[config.mk]
export PLATFORM = sky130hd
export DESIGN_NAME = m_btn_event
export DESIGN_NICKNAME = d
export VERILOG_FILES = /design/src/rtl/m_btn_event.sv
export SDC_FILE = /design/constraint.sdc
export NUM_CORES = 1
export LEC_CHECK = 0
export CAP_MARGIN = 20
export CORE_MARGIN = 3
export CORE_UTILIZATION = 55
export CTS_CLUSTER_DIAMETER = 50
export DETAILED_ROUTE_END_ITERATION = 10
export GPL_TIMING_DRIVEN = 0
export PLACE_DENSITY_LB_ADDON = 0.1
export SLEW_MARGIN = 20
export SYNTH_ARGS = -nofsm -noshare
export SYNTH_HDL_FRONTEND = slang
export SYNTH_SLANG_ARGS = --single-unit
[constraint.sdc]
create_clock -name CLK -period 2.8 [get_ports CLK]
set_input_delay 0.56 -clock CLK [delete_from_list [all_inputs] [get_ports CLK]]
set_output_delay 0.56 -clock CLK [all_outputs]
set_load 0.05 [all_outputs]
[src/rtl/m_btn_event.sv]
// m_btn_event: classifies debounced button gestures into short press,
// double click, long press and auto-repeat strobes, timed in CE ticks.
// Ports:
//   CLK, RST_N (async, active-low), CE (time-base tick),
//   BTN_LVL (debounced level, 1 = pressed),
//   SHORT_P / DBL_P / LONG_P / RPT_P (one-cycle strobes),
//   HELD (level, high while in the hold state).
module m_btn_event #(
    parameter int CNT_WIDTH  = 12,
    parameter int LONG_TICKS = 1000,
    parameter int DBL_TICKS  = 250,
    parameter int RPT_TICKS  = 100
) (
    input  logic CLK,
    input  logic RST_N,
    input  logic CE,
    input  logic BTN_LVL,
    output logic SHORT_P,
    output logic DBL_P,
    output logic LONG_P,
    output logic RPT_P,
    output logic HELD
);

    typedef enum logic [2:0] {
        S_IDLE,
        S_PRESS1,
        S_WAIT2,
        S_PRESS2,
        S_HOLD
    } state_t;

    localparam logic [CNT_WIDTH-1:0] LONG_LAST = CNT_WIDTH'(LONG_TICKS - 1);
    localparam logic [CNT_WIDTH-1:0] DBL_LAST  = CNT_WIDTH'(DBL_TICKS - 1);
    localparam logic [CNT_WIDTH-1:0] RPT_LAST  = CNT_WIDTH'(RPT_TICKS - 1);

    state_t               state_q, state_d;
    logic [CNT_WIDTH-1:0] cnt_q, cnt_d;
    logic                 btn_q;
    logic                 arm_q;
    logic                 short_q, short_d;
    logic                 dbl_q, dbl_d;
    logic                 long_q, long_d;
    logic                 rpt_q, rpt_d;
    logic                 held_q, held_d;

    logic rise;
    logic fall;
    logic long_hit;
    logic dbl_hit;
    logic rpt_hit;

    assign rise     = BTN_LVL & ~btn_q;
    assign fall     = ~BTN_LVL & btn_q;
    assign long_hit = CE && (cnt_q == LONG_LAST);
    assign dbl_hit  = CE && (cnt_q == DBL_LAST);
    assign rpt_hit  = CE && (cnt_q == RPT_LAST);

    // Edges are tested before thresholds so a release or re-press on
    // the timeout cycle wins over the timeout.
    always_comb begin
        state_d = state_q;
        cnt_d   = CE ? cnt_q + 1'b1 : cnt_q;
        short_d = 1'b0;
        dbl_d   = 1'b0;
        long_d  = 1'b0;
        rpt_d   = 1'b0;
        unique case (state_q)
            S_IDLE: begin
                cnt_d = '0;
                if (rise && arm_q) state_d = S_PRESS1;
            end
            S_PRESS1: begin
                if (fall) begin
                    state_d = S_WAIT2;
                end else if (long_hit) begin
                    long_d  = 1'b1;
                    state_d = S_HOLD;
                end
            end
            S_WAIT2: begin
                if (rise) begin
                    state_d = S_PRESS2;
                end else if (dbl_hit) begin
                    short_d = 1'b1;
                    state_d = S_IDLE;
                end
            end
            S_PRESS2: begin
                if (fall) begin
                    dbl_d   = 1'b1;
                    state_d = S_IDLE;
                end else if (long_hit) begin
                    long_d  = 1'b1;
                    state_d = S_HOLD;
                end
            end
            S_HOLD: begin
                if (fall) begin
                    state_d = S_IDLE;
                end else if (rpt_hit) begin
                    rpt_d = 1'b1;
                    cnt_d = '0;
                end
            end
            default: state_d = S_IDLE;
        endcase
        if (state_d != state_q) cnt_d = '0;
        held_d = (state_d == S_HOLD);
    end

    always_ff @(posedge CLK or negedge RST_N) begin
        if (!RST_N) begin
            state_q <= S_IDLE;
            cnt_q   <= '0;
            btn_q   <= 1'b0;
            arm_q   <= 1'b0;
            short_q <= 1'b0;
            dbl_q   <= 1'b0;
            long_q  <= 1'b0;
            rpt_q   <= 1'b0;
            held_q  <= 1'b0;
        end else begin
            state_q <= state_d;
            cnt_q   <= cnt_d;
            btn_q   <= BTN_LVL;
            // A button held through reset stays unarmed until released.
            arm_q   <= arm_q | ~BTN_LVL;
            short_q <= short_d;
            dbl_q   <= dbl_d;
            long_q  <= long_d;
            rpt_q   <= rpt_d;
            held_q  <= held_d;
        end
    end

    assign SHORT_P = short_q;
    assign DBL_P   = dbl_q;
    assign LONG_P  = long_q;
    assign RPT_P   = rpt_q;
    assign HELD    = held_q;

endmodule

==> results of run 1 <==
[worst reg2reg max path: cells and delay by family, from the launching register on]
| kind | cells | cell delay [ns] |
|---|---|---|
| flip-flops | 1 | 0.45 |
| AND/OR/NAND/NOR | 4 | 1.08 |
| buffers and inverters | 1 | 0.21 |
| AO/OA/AOI/OAI | 1 | 0.24 |
[worst max path at each step]
stage,endpoint,slack [ns]
floorplan,cnt_q[10],0.87
global placement,cnt_q[0],0.57
detailed placement,cnt_q[8],0.56
CTS,cnt_q[8],0.73
global route,cnt_q[3],0.61
finish,cnt_q[8],0.73
[cell usage after synthesis (all sizes together)]
cell type,count
a21oi,4
nor4,3
or4,1
ha,2
nand4,4
inv,3
nand2b,2
nor3b,1
nor4b,1
and2,2
a2bb2oi,1
o21ai,1
or3b,1
nand4bb,1
nor2,11
a311oi,1
nand3,3
and3,3
xor2,5
a31oi,1
nor3,12
buf,2
nor2b,4
xnor2,6
a211oi,1
a2111oi,1
and4,2
nand2,5
o22a,1
or3,1
dfrtp,22
o211ai,1
clkbuf,2
[sequential cells by signal, indices dropped and copies added (netlist names)]
register,flops
SHORT_P,1
HELD,1
btn_q,1
DBL_P,1
arm_q,1
state_q,3
cnt_q,12
RPT_P,1
LONG_P,1
[metal layers]
metal  track usage [%]  routed length [um]
met3             2.564                 132
met2             29.96                 957
met4             7.660                  38
met1             27.97                1062
met5                 0                   0
[cell type report]
class,instances,area share [%]
well taps,27,2.569
flip-flops and latches,22,41.86
clock buffers,3,1.713
multi-input cells,82,45.39
repair buffers,7,5.328
plain buffers,4,2.284
inverters,3,0.8563
[kinds of logic (layout without fill, tap and decap cells)]
group	count (synthesis)	in the layout	synth area share [%]
buffers and inverters	7	17	3.474
AND/OR/NAND/NOR	57	57	32.84
adder cells (fa/ha/maj)	2	2	2.105
AO/OA/AOI/OAI	12	12	7.159
flip-flops	22	22	46.32
XOR/XNOR	11	11	8.105
[placed cells by master (no fill, tap or decap), types with 2 or more instances in the layout]
master,instances
a21oi_1,3
and2_1,2
and3_1,2
and4_1,2
buf_6,2
clkbuf_1,2
clkbuf_4,3
clkdlybuf4s50_1,7
dfrtp_1,22
ha_1,2
inv_1,3
nand2_1,5
nand2b_1,2
nand3_1,3
nand4_1,4
nor2_1,11
nor2b_1,4
nor3_1,2
nor3_2,10
xnor2_1,6
xor2_1,5
[per-stage QoR]
| step | hold WS (ns) | instance area, sq um | utilization (%) | total power (W) |
|---|---|---|---|---|
| CTS | 0.5317 | 1315 | 65.69 | 0.0006886 |
| floorplan | 0.2644 | 1189 | - | 0.0004986 |
| global placement | 0.4888 | 1292 | 64.56 | 0.0005380 |
| global route | 0.5574 | 1315 | 65.69 | 0.0007205 |
| finish | 0.5289 | 1315 | 65.69 | 0.0006798 |
| detailed placement | 0.5018 | 1292 | 64.56 | 0.0005443 |
[power breakdown]
part	total, W	switching [W]	internal [W]
combinational	0.000173	0.000111	0.0000618
clock	0.000140	0.0000896	0.0000503
sequential	0.000367	0.0000276	0.000339
total	0.000680	0.000228	0.000451
==> impl_metrics.ini, run 1 <==
[clock_network]
cts_made_buffers = 3
cts_max_level = 1
ctsResizeCount = 0
clkLatencyLatePin_ns = 0.31
clockRootBuffer = clkbuf_4
cts.clk_slew.worst_paths_ns = 0.12
hold_buffers = 0
cts_sinks = 22
cts_buffer_depth = 2
cts_setup_buffers = 0
cts_tree = done

[setup_path]
cp_slowest_cell = dfrtp_1
rr_worst_depth = 6
cp.required_ns = 3.01
slowest_delay_ns = 0.45
path_depth = 6
worstPathCellList = or3b_4, nor4b_1, nand2_1, a21oi_2, buf_6, nor3_2
critPathBufInv = 1
critical_path_arrival_ns = 2.28
crit_type = flip-flop to flip-flop
crit_family = simple AND/OR/NAND/NOR gates
cp_max_fo = 10
start_kind = flip-flop
endpoint_kind = flip-flop
rrSetupSlack_ns = 0.73
crit_start = cnt_q[3]
r2r_end = cnt_q[8]
rr_startpoint = cnt_q[3]

[synth]
synth_area_leaders = dfrtp_1, nor3_2, xnor2_1
synthCells = 111
ys_seq_area_share_pct = 46.32
ys_ff_latch = 22
synth_nets = 117
synth.distinct_cells = 38
synth.cell_area_sq_um = 1189
yosysWarnings = 0
synth.top_cell.area_share_pct = 46.32
syn_avg_cell_area_sq_um = 10.71
synth_top_area_cell = dfrtp_1

[drt]
vias_per_cell = 5.750
wl_per_cell_um = 14.80
dr_total_vias = 851
routed_wl_um = 2191
drtIter0Drc = 18
antenna_left = 0
drc = 0
first_pass_iters = 4

[die]
fp.dieW_um = 52.49
dieHeight_um = 52.49
ios = 9
core_sq_um = 2002
start_util_pct = 59.38
dieArea_sq_um = 2755
rows = 16

[place]
dp_hpwl_um = 1550
gp_congestion = 0.8906
io_buffer_count = 7
place_inst = 145
dp_slack_ns = 0.5619

[job]
maxCapViolations = 0

[final_layout]
layout.nets = 129
instances_no_fill = 148
fillers = 168
multi_input_area_sq_um = 596.8
regArea_sq_um = 550.5
antenna_cells = 0
layout-drive-gt1-share_pct = 16.53
area.growth.synth_to_final_pct = 10.63

[pwr]
ir_drop_uv = 351.2
p_leak_nw = 0.5420
power_density_nw_per_um2 = 517.0

[sta]
fmax_ghz = 0.4824
hold_viol_final = 0
fin_skew_ns = 0.01171
finalSetupViolCount = 0
fin_tns_setup_ns = 0
rsz0062_at_grt = no
fin_crit_sh_pct = 74.04
drv_slew = 0
tightest_slew_ns = 0.9537
setup_slack_ns = 0.7269
slew_headroom_pct = 36.22
fin_crit_ns = 2.073

[grt]
track_usage_pct = 19.59
grt.overflow.total = 0
grt_max_degree = 23
grt_pass1_vias = 861
grt_pass1_wl_um = 3926
antenna_found_initial = 0

[min_path]
hold_path.class = flip-flop to flip-flop
hp-start = arm_q
hold_depth = 1
worst_hold_path.endpoint = arm_q

[status]
status = complete, no violations
(Power assumes the default switching activity.)
==> inputs of run 2 (changes only) <==
- CORE_UTILIZATION: 55 -> 51
- clock period: 2.8 -> 1.7 ns (I/O delays scaled with it)
==> run 2 against run 1 <==
Net effect: the run now ends with negative setup slack left; critical path depth is 1 lower; sequential share of layout area is 7.4 points lower; register-to-register slack worse by 0.90 ns; wire length is 43% higher; global-route usage is 0.80 points lower; total power is 120% higher; worst hold slack worse by 0.27 ns; via count is 21% higher; non-clock buffer count is 17 higher; die area is 6.9% higher; setup slack worse by 0.90 ns.
==> impl_metrics.ini, run 2 (synthesized netlist as in run 1, its figures left out) <==
[grt]
grt.overflow.total = 0
grt_max_degree = 23
track_usage_pct = 18.79
grt_pass1_wl_um = 3933
grt_pass1_vias = 827
antenna_found_initial = 0

[setup_path]
crit_start = state_q[0]
worstPathCellList = clkbuf_1, nor2b_1, nand2_1, a2bb2oi_4, a2111oi_1
start_kind = flip-flop
crit_family = compound AO/OA/AOI/OAI gates
critPathBufInv = 1
crit_type = flip-flop to flip-flop
endpoint_kind = flip-flop
cp_max_fo = 8
critical_path_arrival_ns = 2.08
cp.required_ns = 1.91
rr_startpoint = state_q[0]
slowest_delay_ns = 0.37
cp_slowest_cell = a2111oi_1

[die]
start_util_pct = 57.09
dieHeight_um = 54.28
fp.dieW_um = 54.28
dieArea_sq_um = 2946
rows = 16
ios = 9
core_sq_um = 2082

[drt]
first_pass_iters = 4
wl_per_cell_um = 18.88
drc = 0
drtIter0Drc = 31
vias_per_cell = 6.187
dr_total_vias = 1027
antenna_left = 0
routed_wl_um = 3134

[pwr]
power.total_w = 0.001472
seqPwrFrac_pct = 42.1
power_density_nw_per_um2 = 916.3
pwr-share-comb_pct = 30.3
p_int_w = 0.0009944
ir_drop_uv = 567.5
power.share.switching_pct = 32.45
p_leak_nw = 0.6757
switching_power_w = 0.0004777
clock_power_share_pct = 27.6

[sta]
setup_slack_ns = -0.1741
drv_slew = 0
tightest_slew_ns = 0.5103
finalSetupViolCount = 15
fin_crit_sh_pct = 110.2
fin_crit_ns = 1.874
hold_viol_final = 0
fmax_ghz = 0.5336
fin_skew_ns = 0.004224
rsz0062_at_grt = yes
timing.hold.ws_ns = 0.2539
slew_headroom_pct = 65.98

[place]
io_buffer_count = 7
dpl_cell_area_sq_um = 1292
gp_congestion = 0.7820
dp_hpwl_um = 1485

[final_layout]
layout-drive-gt1-share_pct = 35.97
stdcell_area_sq_um = 1607
antenna_cells = 0
layout_commonest_cell = dfrtp_1
area.growth.synth_to_final_pct = 35.16
layout_common_cells = dfrtp_1, buf_4, nor2_1
largest_register_ffs = 12
top_register = cnt_q
layout.nets = 146
fillers = 127
reg.largest.list = cnt_q x12, state_q x3

[clock_network]
clkLatencyLatePin_ns = 0.32
clockRootBuffer = clkbuf_4
cts.clk_slew.worst_paths_ns = 0.13
cts_buffer_depth = 2
cts_tree = done
cts_max_level = 1
cts_sinks = 22
cts_made_buffers = 3

[job]
maxCapViolations = 0

[status]
status = finished with violations
violations = negative setup slack

[min_path]
hold_path.class = input pin to async pin
-- run 2: cell types whose count changed in the layout (fill, tap and decap cells not counted), sizes merged --
cell / before / now
clkdlybuf4s50: 7 / 2
dlygate4sd2: 0 / 5
buf: 2 / 19
bufinv: 0 / 1
-- run 2: worst paths after layout --
kind	endpoint	slack [ns]	cells past startpoint
setup / recovery	cnt_q[1]	-0.17	5
hold / removal	cnt_q[9]	0.25	1
setup reg to reg	cnt_q[1]	-0.17	5
hold reg to reg	arm_q	0.53	1
max in group asynchronous	cnt_q[2]	1.02	2
min in group CLK	cnt_q[1]	0.52	3
-- run 2: stage by stage --
stage / TNS (ns) / utilization [%] / std cells / setup slack, ns
2_1_floorplan: -0.7407 / - / 111 / -0.07331
3_3_place_gp: -3.743 / 62.08 / 145 / -0.3252
3_5_place_dp: -3.716 / 62.08 / 145 / -0.3204
4_1_cts: -2.205 / 68.15 / 156 / -0.1865
5_1_grt: -2.941 / 77.16 / 166 / -0.2521
6_report: -2.067 / 77.16 / 166 / -0.1741
-- run 2: power by group through the flow --
stage	Sequential, W	Combinational (W)	Clock (W)
2_1_floorplan	0.000611	0.000210	0
3_3_place_gp	0.000613	0.000272	0
3_5_place_dp	0.000612	0.000279	0
4_1_cts	0.000604	0.000342	0.000408
5_1_grt	0.000626	0.000468	0.000437
6_report	0.000620	0.000446	0.000406
-- run 2: area by class of cell --
class	instances	area, sq um	area share (%)
buffer	4	30.03	1.869
timing repair buffer	24	214.0	13.32
clock inverter	1	30.03	1.869
sequential	22	554.3	34.50
clock buffer	3	22.52	1.402
inverter	3	11.26	0.7009
multi-input combinational	82	710.7	44.24
tap	27	33.78	2.103
-- run 2: worst reg2reg max path, cell delays in order (launching register included) --
cell	delay, ns
dfrtp_1	0.36
clkbuf_1	0.34
nor2b_1	0.32
nand2_1	0.18
a2bb2oi_4	0.20
a2111oi_1	0.37
-- run 2: routing by layer --
layer  part of all wire, %  GRT usage [%]  up-vias
li1                      -              -      455
met1                    45          28.08      506
met2                    46          27.09       51
met3                   5.3          2.725       15
met4                   3.9          7.469        0
met5                     0              0        -
-- run 2: repair_timing --
action / 4_1_cts / 5_1_grt
hold buffers: 0 / 0
resized for setup: 11 / 18
pin swaps: 2 / 13
endpoints found under the setup margin: 18 / 16
cloned: 2 / 0
buffers inserted: 5 / 10
==> inputs of run 3 (changes only) <==
- CORE_MARGIN: 3 -> 2
- REMOVE_ABC_BUFFERS: default -> 1
==> run 3 against run 2 <==
Net effect: the flow still finishes with violations (negative setup slack); count of clock-buffer cells in the layout grew 1; sequential share of layout area grew 2.2 points; flip-flop and latch count is the same; clock skew is essentially flat; via count shrank 12%; final cell count shrank 4.8%; global-route usage shrank 0.42 points; total power shrank 11%; critical path depth grew 1; register-to-register slack gained 0.04 ns; critical endpoint unchanged; largest cell class unchanged.
==> impl_metrics.ini, run 3 (synthesized netlist as in run 1, its figures left out) <==
[final_layout]
layout.nets = 137
layout_commonest_cell = dfrtp_1
antenna_cells = 0
layout_common_cells = dfrtp_1, nor2_1, nor3_2
layout-drive-gt1-share_pct = 30.77
top_register = cnt_q
fillers = 178
largest_register_ffs = 12
stdcell_area_sq_um = 1505
reg.largest.list = cnt_q x12, state_q x3
area.growth.synth_to_final_pct = 26.63
instances_no_fill = 158

[grt]
gr-usage-met2_pct = 32.28
grt_max_degree = 23
grt_pass1_vias = 874
grt.overflow.total = 0
grt_pass1_wl_um = 3753
gr-usage-met3_pct = 4.000
busiest_layer = met2
track_usage_pct = 18.37
gr-usage-met1_pct = 22.61
antenna_found_initial = 0

[clock_network]
clockRootBuffer = clkbuf_4
cts.clk_slew.worst_paths_ns = 0.12
cts_buffer_depth = 2
cts_made_buffers = 3
cts_max_level = 1
cts_sinks = 22
clkLatencyLatePin_ns = 0.30
hold_buffers = 0
cts_tree = done

[place]
dp_hpwl_um = 1441
dpl_cell_area_sq_um = 1280
io_buffer_count = 8
place_inst = 143
gp_congestion = 0.7879

[die]
dieArea_sq_um = 2733
dieHeight_um = 52.28
core_sq_um = 2212
fp.dieW_um = 52.28
ios = 9
start_util_pct = 53.73
rows = 17

[pwr]
power_density_nw_per_um2 = 872.2
seqPwrFrac_pct = 46.6
power.share.switching_pct = 32.95
clock_power_share_pct = 21.5
switching_power_w = 0.0004326
p_int_w = 0.0008802
pwr-share-comb_pct = 31.9
p_leak_nw = 0.6371
ir_drop_uv = 587.6
power.total_w = 0.001313

[sta]
hold_viol_final = 0
fmax_ghz = 0.5458
fin_crit_sh_pct = 107.8
fin_crit_ns = 1.832
drv_slew = 0
setup_slack_ns = -0.1323
fin_skew_ns = 0.004084
rsz0062_at_grt = yes
tightest_slew_ns = 0.9538
finalSetupViolCount = 16
slew_headroom_pct = 36.22
fin_tns_setup_ns = -1.419
timing.hold.ws_ns = 0.5234

[drt]
drtIter0Drc = 10
routed_wl_um = 2366
antenna_left = 0
dr_total_vias = 905
first_pass_iters = 4
vias_per_cell = 5.728
drc = 0
wl_per_cell_um = 14.97

[min_path]
hold_path.class = flip-flop to flip-flop

[job]
maxCapViolations = 0

[status]
status = finished with violations
violations = negative setup slack

[setup_path]
critical_path_arrival_ns = 2.00
cp_max_fo = 12
crit_type = flip-flop to flip-flop
endpoint_kind = flip-flop
cp.required_ns = 1.87
start_kind = flip-flop
## run 3: cell types whose count changed in the layout (fill, tap and decap cells not counted), sizes merged
| cell | change |
|---|---|
| clkbuf | -1 |
| dlygate4sd2 | +1 |
| buf | -8 |
| bufinv | -1 |
## run 3: path summary, 6_finish.rpt
kind | from | to | slack, ns | depth (start not counted)
max reg2reg | cnt_q[2] | cnt_q[1] | -0.13 | 6
max | cnt_q[2] | cnt_q[1] | -0.13 | 6
min in group asynchronous | RST_N | LONG_P | 0.56 | 1
min | arm_q | arm_q | 0.52 | 1
min reg2reg | arm_q | arm_q | 0.52 | 1
max in group asynchronous | RST_N | cnt_q[2] | 0.50 | 1
## run 3: stage by stage
step / utilization [%] / worst slack (ns)
CTS: 64.48 / -0.1304
finish: 68.04 / -0.1323
global route: 68.04 / -0.1982
global placement: 57.58 / -1.425
detailed placement: 57.86 / -0.9737
floorplan: - / -0.6653
## run 3: critical path, cell delays in order (launching register included)
cell and delay (ns):
dfrtp_2 0.47, or3_1 0.45, nor3_1 0.28, nand2_2 0.12, a21oi_4 0.16, buf_12 0.17, a2111oi_4 0.05
## run 3: timing repair
action                     CTS  global route
setup endpoints to repair   18            15
gates resized for setup     11            11
setup buffers                8             3
pin swaps                    5            11
## run 3: metal layers
metal | vias up | wire [um]
li1 | 439 | -
met1 | 446 | 1032
met2 | 18 | 1233
met3 | 2 | 78
met4 | 0 | 21
met5 | - | 0
## run 3: cell type report
| type | instances | area (sq um) | area share (%) |
|---|---|---|---|
| clock buffer | 4 | 36.28 | 2.411 |
| sequential | 22 | 551.8 | 36.66 |
| multi-input combinational | 82 | 686.9 | 45.64 |
| timing repair buffer | 19 | 183.9 | 12.22 |
| inverter | 3 | 11.26 | 0.7481 |
| tap | 28 | 35.03 | 2.328 |
## run 3: power groups by stage
stage                     Combinational (W)  Clock [W]  Sequential, W
after floorplan                    0.000165          0       0.000617
after global placement             0.000231          0       0.000620
after detailed placement           0.000236          0       0.000623
after CTS                          0.000360   0.000292       0.000607
after global routing               0.000450   0.000323       0.000617
final                              0.000419   0.000282       0.000611
